==> src/rtl/snn_debug_frame_tx.sv <==
// Debug readout transmitter: snapshots the SNN membrane potentials and
// both layers' output spikes on a trigger and streams them as a fixed
// byte frame (HDR, payload LSB-first, XOR checksum) over a valid/ready port.
module snn_debug_frame_tx #(
  parameter int unsigned N1  = 8,
  parameter int unsigned N2  = 2,
  parameter int unsigned W   = 2,
  parameter logic [7:0]  HDR = 8'hA5
) (
  input  logic                  clk,
  input  logic                  reset,
  input  logic                  enable,
  input  logic                  trigger,
  input  logic [(N1+N2)*W-1:0]  membrane_potential_in,
  input  logic [N1-1:0]         spikes_layer1_in,
  input  logic [N2-1:0]         spikes_layer2_in,
  output logic [7:0]            tx_data,
  output logic                  tx_valid,
  input  logic                  tx_ready,
  output logic                  busy,
  output logic                  overrun,
  output logic [7:0]            frame_count
);

  localparam int unsigned S      = (N1 + N2) * W + N1 + N2;
  localparam int unsigned P      = (S + 7) / 8;
  localparam int unsigned SNAP_W = P * 8;
  localparam int unsigned IDX_W  = $clog2(P + 2);

  typedef enum logic {
    IDLE,
    SEND
  } state_t;

  state_t             state, state_n;
  logic [SNAP_W-1:0]  snapshot, snapshot_n, snap_in;
  logic [IDX_W-1:0]   idx, idx_n;
  logic [7:0]         tx_data_n, frame_count_n;
  logic               tx_valid_n, busy_n, overrun_n;
  logic [7:0]         chk, next_byte;
  logic               start, handshake, last;

  // Pack spikes above the membrane potentials, zero-padded to whole bytes.
  assign snap_in   = SNAP_W'({spikes_layer2_in, spikes_layer1_in, membrane_potential_in});
  assign start     = trigger & enable;
  assign handshake = tx_valid & tx_ready;
  assign last      = (idx == IDX_W'(P + 1));

  // Checksum over the latched payload bytes (header excluded).
  always_comb begin
    chk = '0;
    for (int unsigned i = 0; i < P; i++) begin
      chk = chk ^ snapshot[i*8 +: 8];
    end
  end

  // Byte that follows frame index idx: payload[idx] for idx < P, else checksum.
  always_comb begin
    next_byte = chk;
    for (int unsigned i = 0; i < P; i++) begin
      if (32'(idx) == i) next_byte = snapshot[i*8 +: 8];
    end
  end

  // Next-state and output-register logic for the framing FSM.
  always_comb begin
    state_n       = state;
    snapshot_n    = snapshot;
    idx_n         = idx;
    tx_data_n     = tx_data;
    tx_valid_n    = tx_valid;
    busy_n        = busy;
    overrun_n     = overrun;
    frame_count_n = frame_count;
    case (state)
      IDLE: begin
        if (start) begin
          state_n    = SEND;
          snapshot_n = snap_in;
          idx_n      = '0;
          tx_data_n  = HDR;
          tx_valid_n = 1'b1;
          busy_n     = 1'b1;
        end
      end
      SEND: begin
        if (handshake && last) begin
          frame_count_n = frame_count + 8'd1;
          idx_n         = '0;
          // A trigger on the checksum handshake chains straight into a new frame.
          if (start) begin
            snapshot_n = snap_in;
            tx_data_n  = HDR;
          end else begin
            state_n    = IDLE;
            tx_valid_n = 1'b0;
            busy_n     = 1'b0;
          end
        end else begin
          if (start) overrun_n = 1'b1;
          if (handshake) begin
            idx_n     = idx + IDX_W'(1);
            tx_data_n = next_byte;
          end
        end
      end
      default: state_n = IDLE;
    endcase
  end

  // State and output registers; reset aborts any frame in flight.
  always_ff @(posedge clk or posedge reset) begin
    if (reset) begin
      state       <= IDLE;
      snapshot    <= '0;
      idx         <= '0;
      tx_data     <= '0;
      tx_valid    <= 1'b0;
      busy        <= 1'b0;
      overrun     <= 1'b0;
      frame_count <= '0;
    end else begin
      state       <= state_n;
      snapshot    <= snapshot_n;
      idx         <= idx_n;
      tx_data     <= tx_data_n;
      tx_valid    <= tx_valid_n;
      busy        <= busy_n;
      overrun     <= overrun_n;
      frame_count <= frame_count_n;
    end
  end

endmodule

==> config.mk <==
export PLATFORM = sky130hd
export DESIGN_NAME = snn_debug_frame_tx
export DESIGN_NICKNAME = d
export VERILOG_FILES = /design/src/rtl/snn_debug_frame_tx.sv
export SDC_FILE = /design/constraint.sdc
export NUM_CORES = 1
export LEC_CHECK = 0
export BUFFER_PORTS_ARGS = -buffer_cell sky130_fd_sc_hd__buf_2
export CAP_MARGIN = 10
export CELL_PAD_IN_SITES_DETAIL_PLACEMENT = 1
export CELL_PAD_IN_SITES_GLOBAL_PLACEMENT = 2
export CORE_UTILIZATION = 37
export CTS_BUF_LIST = sky130_fd_sc_hd__clkbuf_2 sky130_fd_sc_hd__clkbuf_4 sky130_fd_sc_hd__clkbuf_8
export CTS_CLUSTER_SIZE = 40
export DETAILED_ROUTE_END_ITERATION = 10
export PLACE_DENSITY_LB_ADDON = 0.3
export SLEW_MARGIN = 20
export SYNTH_ARGS = -nofsm -noshare
export SYNTH_HDL_FRONTEND = slang
export SYNTH_SLANG_ARGS = --single-unit
export TNS_END_PERCENT = 50
==> constraint.sdc <==
create_clock -name clk -period 2.3 [get_ports clk]
set_input_delay 0.345 -clock clk [delete_from_list [all_inputs] [get_ports clk]]
set_output_delay 0.345 -clock clk [all_outputs]
set_load 0.005 [all_outputs]
==> results of run 1 <==
[layout by cell type, fill, tap and decap left out, types with 2 or more instances in the layout]
master      n
a221oi_1    3
nand4_1     2
o21ai_0     7
ha_1        6
xnor3_1     6
o22ai_1     5
o21a_1      6
o32ai_1     3
dfrtp_1    52
a22o_1      4
xor2_1      2
bufinv_16   3
a21oi_1    14
a31oi_1     5
buf_2      53
o211ai_1    3
clkbuf_8    5
nand2_1    14
nor3_1      7
a22oi_1     4
mux2_1      4
nand3_1     5
buf_4       6
nor2_1      8
mux2_2     27
nor2b_1     5
nand2b_1    4
xnor2_1     7
inv_1       9
[registers in the layout, summed over array words and instances, names as in the netlist]
register,cells
busy,1
frame_count,8
idx,3
overrun,1
snapshot,30
state,1
tx_data,8
[per-layer routing]
metal  up-vias  wire length, um
met4         0               79
met2        37             3210
met1      1048             2990
met5         -                0
li1        980                -
met3         7              149
[critical path, cell delays in order, from the launching register on]
cell and delay (ns):
dfrtp_1 0.41, inv_1 0.08, ha_1 0.20, buf_4 0.20, a21bo_2 0.23, a22o_1 0.33, a221oi_1 0.38, a21oi_1 0.13
[stage by stage]
stage               instances  instance area (um^2)  hold WS [ns]
global route              393                  3280        0.0939
finish                    393                  3280        0.0612
global placement          385                  3120         0.398
detailed placement        385                  3120         0.410
floorplan                 240                  2730         0.467
CTS                       393                  3280        0.0866
[cell families (layout without fill, tap and decap cells)]
family                   count (synthesis)  after routing
AND/OR/NAND/NOR                         54             54
flip-flops                              52             52
buffers and inverters                   21             78
XOR/XNOR                                15             15
AO/OA/AOI/OAI                           61             61
adder cells (fa/ha/maj)                  6              6
multiplexers                            31             31
[report_power, final]
part	switching, mW	internal (mW)	leakage (nW)	total [mW]
Clock	0.307	0.544	0.0784	0.851
Sequential	0.374	1.29	0.641	1.66
Combinational	0.917	1.10	0.790	2.01
[worst paths after layout]
| check | endpoint | slack [ns] |
|---|---|---|
| worst min-delay path | snapshot[21]$_DFFE_PP0P_ | 0.06 |
| max in group asynchronous | snapshot[3]$_DFFE_PP0P_ | 1.69 |
| min in group clk | snapshot[0]$_DFFE_PP0P_ | 0.25 |
| worst min register to register | frame_count[7]$_DFFE_PP0P_ | 0.49 |
| worst max-delay path | tx_data[3]$_DFFE_PP0P_ | 0.21 |
| worst max register to register | tx_data[3]$_DFFE_PP0P_ | 0.21 |
[cell type report]
class | count | area (um^2)
Clock inverter | 3 | 90.1
Fill cell | 783 | 3660
Clock buffer | 5 | 68.8
Sequential cell | 52 | 1300
Inverter | 10 | 37.5
Multi-Input combinational cell | 167 | 1330
Tap cell | 96 | 120
Timing Repair Buffer | 60 | 330
==> flow_summary_export.csv, run 1 <==
group,metric,value,unit
routing,wire_per_inst,16.4,um
grt,overflow,0,
power,power_density,1380,mW/mm^2
synthesis,synth-main-ff-cell,"dfrtp_1",
layout,finalNetCount,337,
sta,fin_crit_sh,90.8,%
layout,antennaDiodeCount,0,
setup_path,required,2.48,ns
cts,cts_setup_buffers,0,
synthesis,synthSimpleGateAreaFrac,10.3,%
synthesis,synthesis.area,0.00273,mm^2
sta,setup_viol,0,
outcome,status,"completed",
setup_path,cp_max_fo,18,
synthesis,synth_nets,281,
worst_hold_path,hold_path.class,"in2async",
synthesis,synth-edff-count,0,
grt,grt_util_met2,31.9,%
setup_path,end_kind,"flop",
setup_path,critPathLaunch,"idx[1]$_DFFE_PP0P_",
synthesis,synth_area_per_cell,11.4,um^2
routing,drt_iter0_drc,58,
synthesis,synth-xor-area-share,7.83,%
floorplanning,die_y,87.9,um
floorplanning,fp.dieArea,0.00773,mm^2
power,p_leak,1.51,nW
setup_path,reg2reg_depth,7,
floorplanning,ios,54,
synthesis,ys_seq_area_share,47.6,%
synthesis,yosysMostFrequentCell,"dfrtp_1",
cts,htreeDepth,2,
cts,cts.repair.resized,0,
grt,grt_pass1_wl,11100,um
synthesis,synthMuxAreaShare,12.8,%
sta,final_max_slew_viol_count,0,
placed_design,post-place-ws,0.304,ns
setup_path,critPathArrivalTime,2.27,ns
sta,max_slew.worst_pin.slew,0.528,ns
routing,vias_per_cell,5.27,
cts,clkTransAtPathRegs,0.10,ns
placed_design,finalWeightedCongestion,0.806,
grt,grt_max_degree,32,
synthesis,netlist_instances,240,
layout,fin_util,47.3,%
setup_path,critical_path.startpoint_type,"flop",
sta,fin_skew,0.00716,ns
grt,track_usage,18.7,%
synthesis,synth_area_leaders,"dfrtp_1 (48%), mux2_2 (11%), xnor3_1 (4.9%)",
floorplanning,floorplan.initialDensity,39.3,%
sta,setup_tns,0,ns
floorplanning,fp.coreArea,0.00694,mm^2
synthesis,yosys.area.top_type,"dfrtp_1",
synthesis,synthArstFlopShare,100,%
sta,rsz0062_at_grt,"false",
synthesis,synth-seq-cells,52,
power,vdd_ir_drop_max,586,uV
routing,drt-total-wl,6430,um
synthesis,synth_fa_ha_area_share,2.75,%
grt,globalRoute.busiestLayer,"met2",
cts,cts_buffers,5,
sta,min_period,2.09,ns
synthesis,synth_top_family_by_area,"compound AO/OA/AOI/OAI gates",
cts,tritoncts,"done",
grt,grt_pass1_vias,2217,
placed_design,hpwl,4590,um
cts,root_buffer,"clkbuf_8",
synthesis,synth_compound_area_share,15.1,%
sta,fmax,0.479,GHz
routing,vias,2072,
sta,max_slew_margin,64.7,%
routing,first_pass_iters,4,
grt,grt_use_met3,3.02,%
layout,drive_gt1_share,34.3,%
setup_path,r2r_start,"idx[1]$_DFFE_PP0P_",
sta,hold_viol,0,
routing,post-route-drc-count,0,
floorplanning,die_x,87.9,um
synthesis,synth.distinct_cells,44,
cts,cts.sinks,52,
synthesis,synth_common_cells,"dfrtp_1 (52), mux2_2 (27), a21oi_1 (14), nand2_1 (14), inv_1 (10)",
synthesis,synth_warnings,0,
cts,hold_buffers,0,
placed_design,portBuffers,53,
routing,ant_nets,0,
grt,use_met1,24.1,%
cts,worstSkewPairLatency,0.31,ns
synthesis,synth_top_area_share,47.6,%
cts,cts_max_path_buffers,2,
floorplanning,num_rows,30,
setup_path,path_class,"reg2reg",
sta,worst_slack,0.212,ns
power,finalPower,4.53,mW
grt,antenna_found_initial,0,
job,maxCapViolCount,0,
layout,area_growth,20.2,%
Power figures use the tool's default switching activity.
==> run 2: changes to the inputs <==
- ABC_CLOCK_PERIOD_IN_PS: unset -> 2300
- BUFFER_PORTS_ARGS: -buffer_cell sky130_fd_sc_hd__buf_2 -> unset
- CORE_UTILIZATION: 37 -> 42
- DONT_BUFFER_PORTS: unset -> 1
==> flow_summary_export.csv, run 2 (synthesis results as in run 1) <==
group,metric,value,unit
routing,first_pass_iters,4,
routing,drt_iter0_drc,48,
routing,post-route-drc-count,0,
cts,hold_buffers,0,
power,swShare,37.8,%
cts,cts_setup_buffers,0,
layout,fillers,695,
layout,final_cell_mix,"dfrtp_1 (52), mux2_2 (27), nand2_1 (14), a21oi_1 (14), inv_1 (9)",
sta,rsz0062_at_grt,"false",
floorplanning,ios,54,
sta,fmax,0.492,GHz
cts,cts_buffers,5,
power,power_density,1400,mW/mm^2
placed_design,post-place-ws,0.277,ns
routing,ant_nets,0,
layout,seq_area,0.00130,mm^2
sta,whs,-0.0181,ns
layout,area_growth,7.05,%
placed_design,hpwl,4250,um
grt,overflow,0,
sta,fin_crit_sh,88.3,%
layout,finalNetCount,282,
layout,final_cells,319,
routing,vias,1838,
floorplanning,die_y,82.6,um
floorplanning,fp.coreArea,0.00631,mm^2
grt,track_usage,19.2,%
setup_path,reg2reg_slack,0.27,ns
routing,vias_per_cell,5.76,
grt,grt_pass1_wl,9610,um
power,p_int,2.54,mW
layout,largest_register_ffs,30,
cts,tritoncts,"done",
layout,top_register,"snapshot",
outcome,violations,"hold timing",
grt,grt_max_degree,30,
setup_path,cp_max_fo,29,
setup_path,path_class,"reg2reg",
grt,grt_pass1_vias,1876,
setup_path,end_kind,"flop",
power,comb_power_share,45.5,%
routing,drt-total-wl,5940,um
sta,max_slew_margin,60.8,%
sta,min_period,2.03,ns
setup_path,r2r_end,"snapshot[11]$_DFFE_PP0P_",
floorplanning,die_x,82.6,um
sta,setup_viol,0,
routing,wire_per_inst,18.6,um
sta,max_slew.worst_pin.slew,0.588,ns
power,finalPower,4.08,mW
setup_path,required,2.49,ns
power,vdd_ir_drop_max,587,uV
layout,drive_gt1_share,19.4,%
layout,final_common_cell,"dfrtp_1",
sta,final_max_slew_viol_count,0,
power,clockPowerShare,13.2,%
sta,worst_slack,0.269,ns
sta,hold_viol,25,
outcome,status,"complete, but fails checks",
cts,clkTransAtPathRegs,0.09,ns
placed_design,finalWeightedCongestion,0.759,
cts,htreeDepth,2,
worst_hold_path,hold_path.class,"in2async",
cts,cts.repair.resized,0,
power,seqPwrFrac,41.3,%
setup_path,critical_path.startpoint_type,"flop",
cts,cts_max_path_buffers,2,
cts,root_buffer,"clkbuf_8",
setup_path,reg2reg_depth,7,
power,p_sw,1.54,mW
floorplanning,num_rows,29,
sta,fin_skew,0.00728,ns
floorplanning,floorplan.initialDensity,43.3,%
placed_design,portBuffers,0,
setup_path,r2r_start,"idx[1]$_DFFE_PP0P_",
cts,cts.sinks,52,
setup_path,critPathArrivalTime,2.22,ns
layout,antennaDiodeCount,0,
layout,top_regs,"snapshot x30, frame_count x8, tx_data x8",
sta,setup_tns,0,ns
job,maxCapViolCount,0,
cts,worstSkewPairLatency,0.30,ns
floorplanning,fp.dieArea,0.00683,mm^2
grt,antenna_found_initial,0,
placed_design,dp_cells,311,
power,p_leak,1.25,nW
layout,multiInputGateArea,0.00133,mm^2
[run 2: critical path, cell delays in order, from the launching register on]
cell     delay (ns)
dfrtp_1        0.43
inv_1          0.11
ha_1           0.17
nand2_1        0.13
o21ai_1        0.23
nor2b_2        0.26
buf_12         0.23
mux2_2         0.35
[run 2: through the flow]
stage	instance area [um^2]	utilization [%]	hold slack (ns)
floorplan	2730	-	0.467
global placement	2830	44.8	0.326
detailed placement	2830	44.8	0.328
CTS	2920	46.3	0.00771
global route	2920	46.3	0.0300
finish	2920	46.3	-0.0181
[run 2: how the worst max path moves through the flow]
stage / cells past startpoint / startpoint / endpoint
floorplan: 8 / idx[1]$_DFFE_PP0P_ / snapshot[1]$_DFFE_PP0P_
global placement: 5 / idx[0]$_DFFE_PP0P_ / tx_data[6]$_DFFE_PP0P_
detailed placement: 7 / idx[1]$_DFFE_PP0P_ / snapshot[25]$_DFFE_PP0P_
CTS: 7 / idx[1]$_DFFE_PP0P_ / snapshot[25]$_DFFE_PP0P_
global route: 7 / idx[1]$_DFFE_PP0P_ / snapshot[18]$_DFFE_PP0P_
finish: 7 / idx[1]$_DFFE_PP0P_ / snapshot[11]$_DFFE_PP0P_
[run 2: routing by layer]
| layer | up-vias | global-route usage [%] | routed length (um) |
|---|---|---|---|
| li1 | 869 | - | - |
| met5 | - | 0 | 0 |
| met2 | 42 | 30.3 | 2810 |
| met1 | 918 | 25.4 | 2750 |
| met4 | 0 | 6.21 | 87 |
| met3 | 9 | 5.16 | 290 |
[run 2: area by class of cell]
cell class | instances | area share (%)
multi-input cells | 167 | 45.6
inverters | 10 | 1.28
flip-flops and latches | 52 | 44.5
clock inverters | 2 | 0.342
clock buffers | 6 | 2.82
well taps | 77 | 3.29
repair buffers | 5 | 2.14
[run 2: power by group through the flow]
stage | registers (mW) | logic, mW | clock network [mW]
final | 1.69 | 1.86 | 0.537
after global routing | 1.76 | 2.10 | 0.591
after CTS | 1.70 | 1.89 | 0.560
after detailed placement | 1.72 | 1.88 | 0
after global placement | 1.70 | 1.83 | 0
after floorplan | 1.57 | 1.59 | 0
==> run 3: changes to the inputs <==
- CELL_PAD_IN_SITES_GLOBAL_PLACEMENT: 2 -> 1
- CORE_UTILIZATION: 42 -> 50
==> flow_summary_export.csv, run 3 (synthesis results as in run 1) <==
group,metric,value,unit
outcome,status,"completed",
job,maxCapViolCount,0,
setup_path,cp_max_fo,18,
grt,overflow,0,
grt,grt_pass1_vias,1922,
grt,antenna_found_initial,0,
worst_hold_path,hold_end,"snapshot[8]$_DFFE_PP0P_",
layout,drive_gt1_share,20.3,%
routing,first_pass_iters,4,
sta,max_slew_margin,61.6,%
sta,setup_viol,0,
power,vdd_ir_drop_max,630,uV
layout,largest_register_ffs,30,
routing,wire_per_inst,18.6,um
routing,vias,1865,
routing,drt_iter0_drc,90,
sta,fin_skew,0.00467,ns
sta,worst_slack,0.262,ns
sta,fin_crit_sh,88.6,%
cts,tritoncts,"done",
layout,final_cell_mix,"dfrtp_1 (52), mux2_2 (27), nand2_1 (14), a21oi_1 (14), inv_1 (9)",
floorplanning,fp.coreArea,0.00517,mm^2
layout,antennaDiodeCount,0,
worst_hold_path,hold_start,"membrane_potential_in[8]",
setup_path,r2r_end,"tx_data[1]$_DFFE_PP0P_",
layout,final_cells,316,
placed_design,hpwl,4380,um
cts,cts_setup_buffers,0,
setup_path,end_kind,"flop",
power,p_sw,1.57,mW
power,swShare,37.8,%
cts,htreeDepth,2,
sta,fmax,0.491,GHz
setup_path,r2r_start,"idx[0]$_DFFE_PP0P_",
setup_path,reg2reg_depth,6,
setup_path,required,2.48,ns
grt,grt_max_degree,28,
sta,final_max_slew_viol_count,0,
cts,cts.sinks,52,
routing,drt-total-wl,5870,um
layout,finalInstanceArea,0.00293,mm^2
floorplanning,fp.dieArea,0.00576,mm^2
layout,top_regs,"snapshot x30, frame_count x8, tx_data x8",
power,clockPowerShare,13.4,%
power,p_int,2.58,mW
sta,max_slew.worst_pin.slew,0.576,ns
placed_design,placed_area,0.00282,mm^2
layout,finalNetCount,286,
sta,hold_viol,0,
power,comb_power_share,46.2,%
placed_design,portBuffers,0,
floorplanning,ios,54,
layout,top_register,"snapshot",
sta,setup_tns,0,ns
sta,rsz0062_at_grt,"false",
routing,post-route-drc-count,0,
setup_path,reg2reg_slack,0.26,ns
grt,track_usage,21.5,%
setup_path,critPathArrivalTime,2.22,ns
floorplanning,num_rows,26,
floorplanning,die_x,75.9,um
setup_path,path_class,"reg2reg",
placed_design,dp_cells,307,
cts,cts.repair.resized,0,
floorplanning,floorplan.initialDensity,52.8,%
power,p_leak,1.27,nW
power,finalPower,4.15,mW
cts,root_buffer,"clkbuf_8",
placed_design,finalWeightedCongestion,0.787,
placed_design,post-place-ws,0.289,ns
sta,whs,0.168,ns
floorplanning,die_y,75.9,um
grt,grt_pass1_wl,9800,um
layout,area_growth,7.19,%
routing,ant_nets,0,
layout,final_common_cell,"dfrtp_1",
worst_hold_path,hold_path.class,"in2reg",
cts,cts_buffers,5,
cts,hold_buffers,1,
worst_hold_path,min_path_cells,1,
layout,fin_util,56.6,%
setup_path,critical_path.startpoint_type,"flop",
power,power_density,1420,mW/mm^2
cts,worstSkewPairLatency,0.30,ns
power,seqPwrFrac,40.5,%
cts,cts_max_path_buffers,2,
routing,vias_per_cell,5.90,
cts,clkTransAtPathRegs,0.09,ns
sta,min_period,2.04,ns
run 3: cell count changes in the layout (fill, tap and decap cells not counted), sizes merged:
cell | previous run | this run
clkinv | 2 | 0
buf | 5 | 8
dlygate4sd3 | 0 | 1
clkbuf | 6 | 8
run 3: area by class of cell:
class,count,area [um^2]
clock buffers,8,97.6
fillers,549,2240
inverters,10,37.5
repair buffers,9,70.1
multi-input cells,167,1330
well taps,70,87.6
flip-flops and latches,52,1300
run 3: critical path, stage by stage, from the launching register on:
cell and delay (ns):
dfrtp_1 0.45, ha_1 0.24, buf_4 0.20, a21bo_2 0.23
a22o_1 0.31, a221oi_1 0.36, a21oi_1 0.11
run 3: per-layer routing:
| metal | global-route usage (%) | part of all wire [%] | up-vias |
|---|---|---|---|
| li1 | - | - | 879 |
| met1 | 27.2 | 44 | 941 |
| met2 | 36.5 | 50 | 38 |
| met3 | 5.30 | 4.3 | 7 |
| met4 | 5.96 | 1.4 | 0 |
| met5 | 0 | 0 | - |
run 3: power by group through the flow:
stage	clock, mW	combinational, mW	sequential [mW]
floorplan	0	1.59	1.57
global route	0.605	2.10	1.74
global placement	0	1.82	1.68
CTS	0.580	1.93	1.69
finish	0.555	1.91	1.68
detailed placement	0	1.92	1.70
run 3: worst max path at each step:
stage / startpoint / to / slack (ns) / depth (start not counted)
global placement: idx[0]$_DFFE_PP0P_ / tx_data[1]$_DFFE_PP0P_ / 0.39 / 6
detailed placement: idx[0]$_DFFE_PP0P_ / tx_data[1]$_DFFE_PP0P_ / 0.29 / 6
floorplan: idx[1]$_DFFE_PP0P_ / snapshot[1]$_DFFE_PP0P_ / 0.41 / 8
global route: idx[1]$_DFFE_PP0P_ / snapshot[20]$_DFFE_PP0P_ / 0.16 / 7
finish: idx[0]$_DFFE_PP0P_ / tx_data[1]$_DFFE_PP0P_ / 0.26 / 6
CTS: idx[0]$_DFFE_PP0P_ / tx_data[1]$_DFFE_PP0P_ / 0.27 / 6
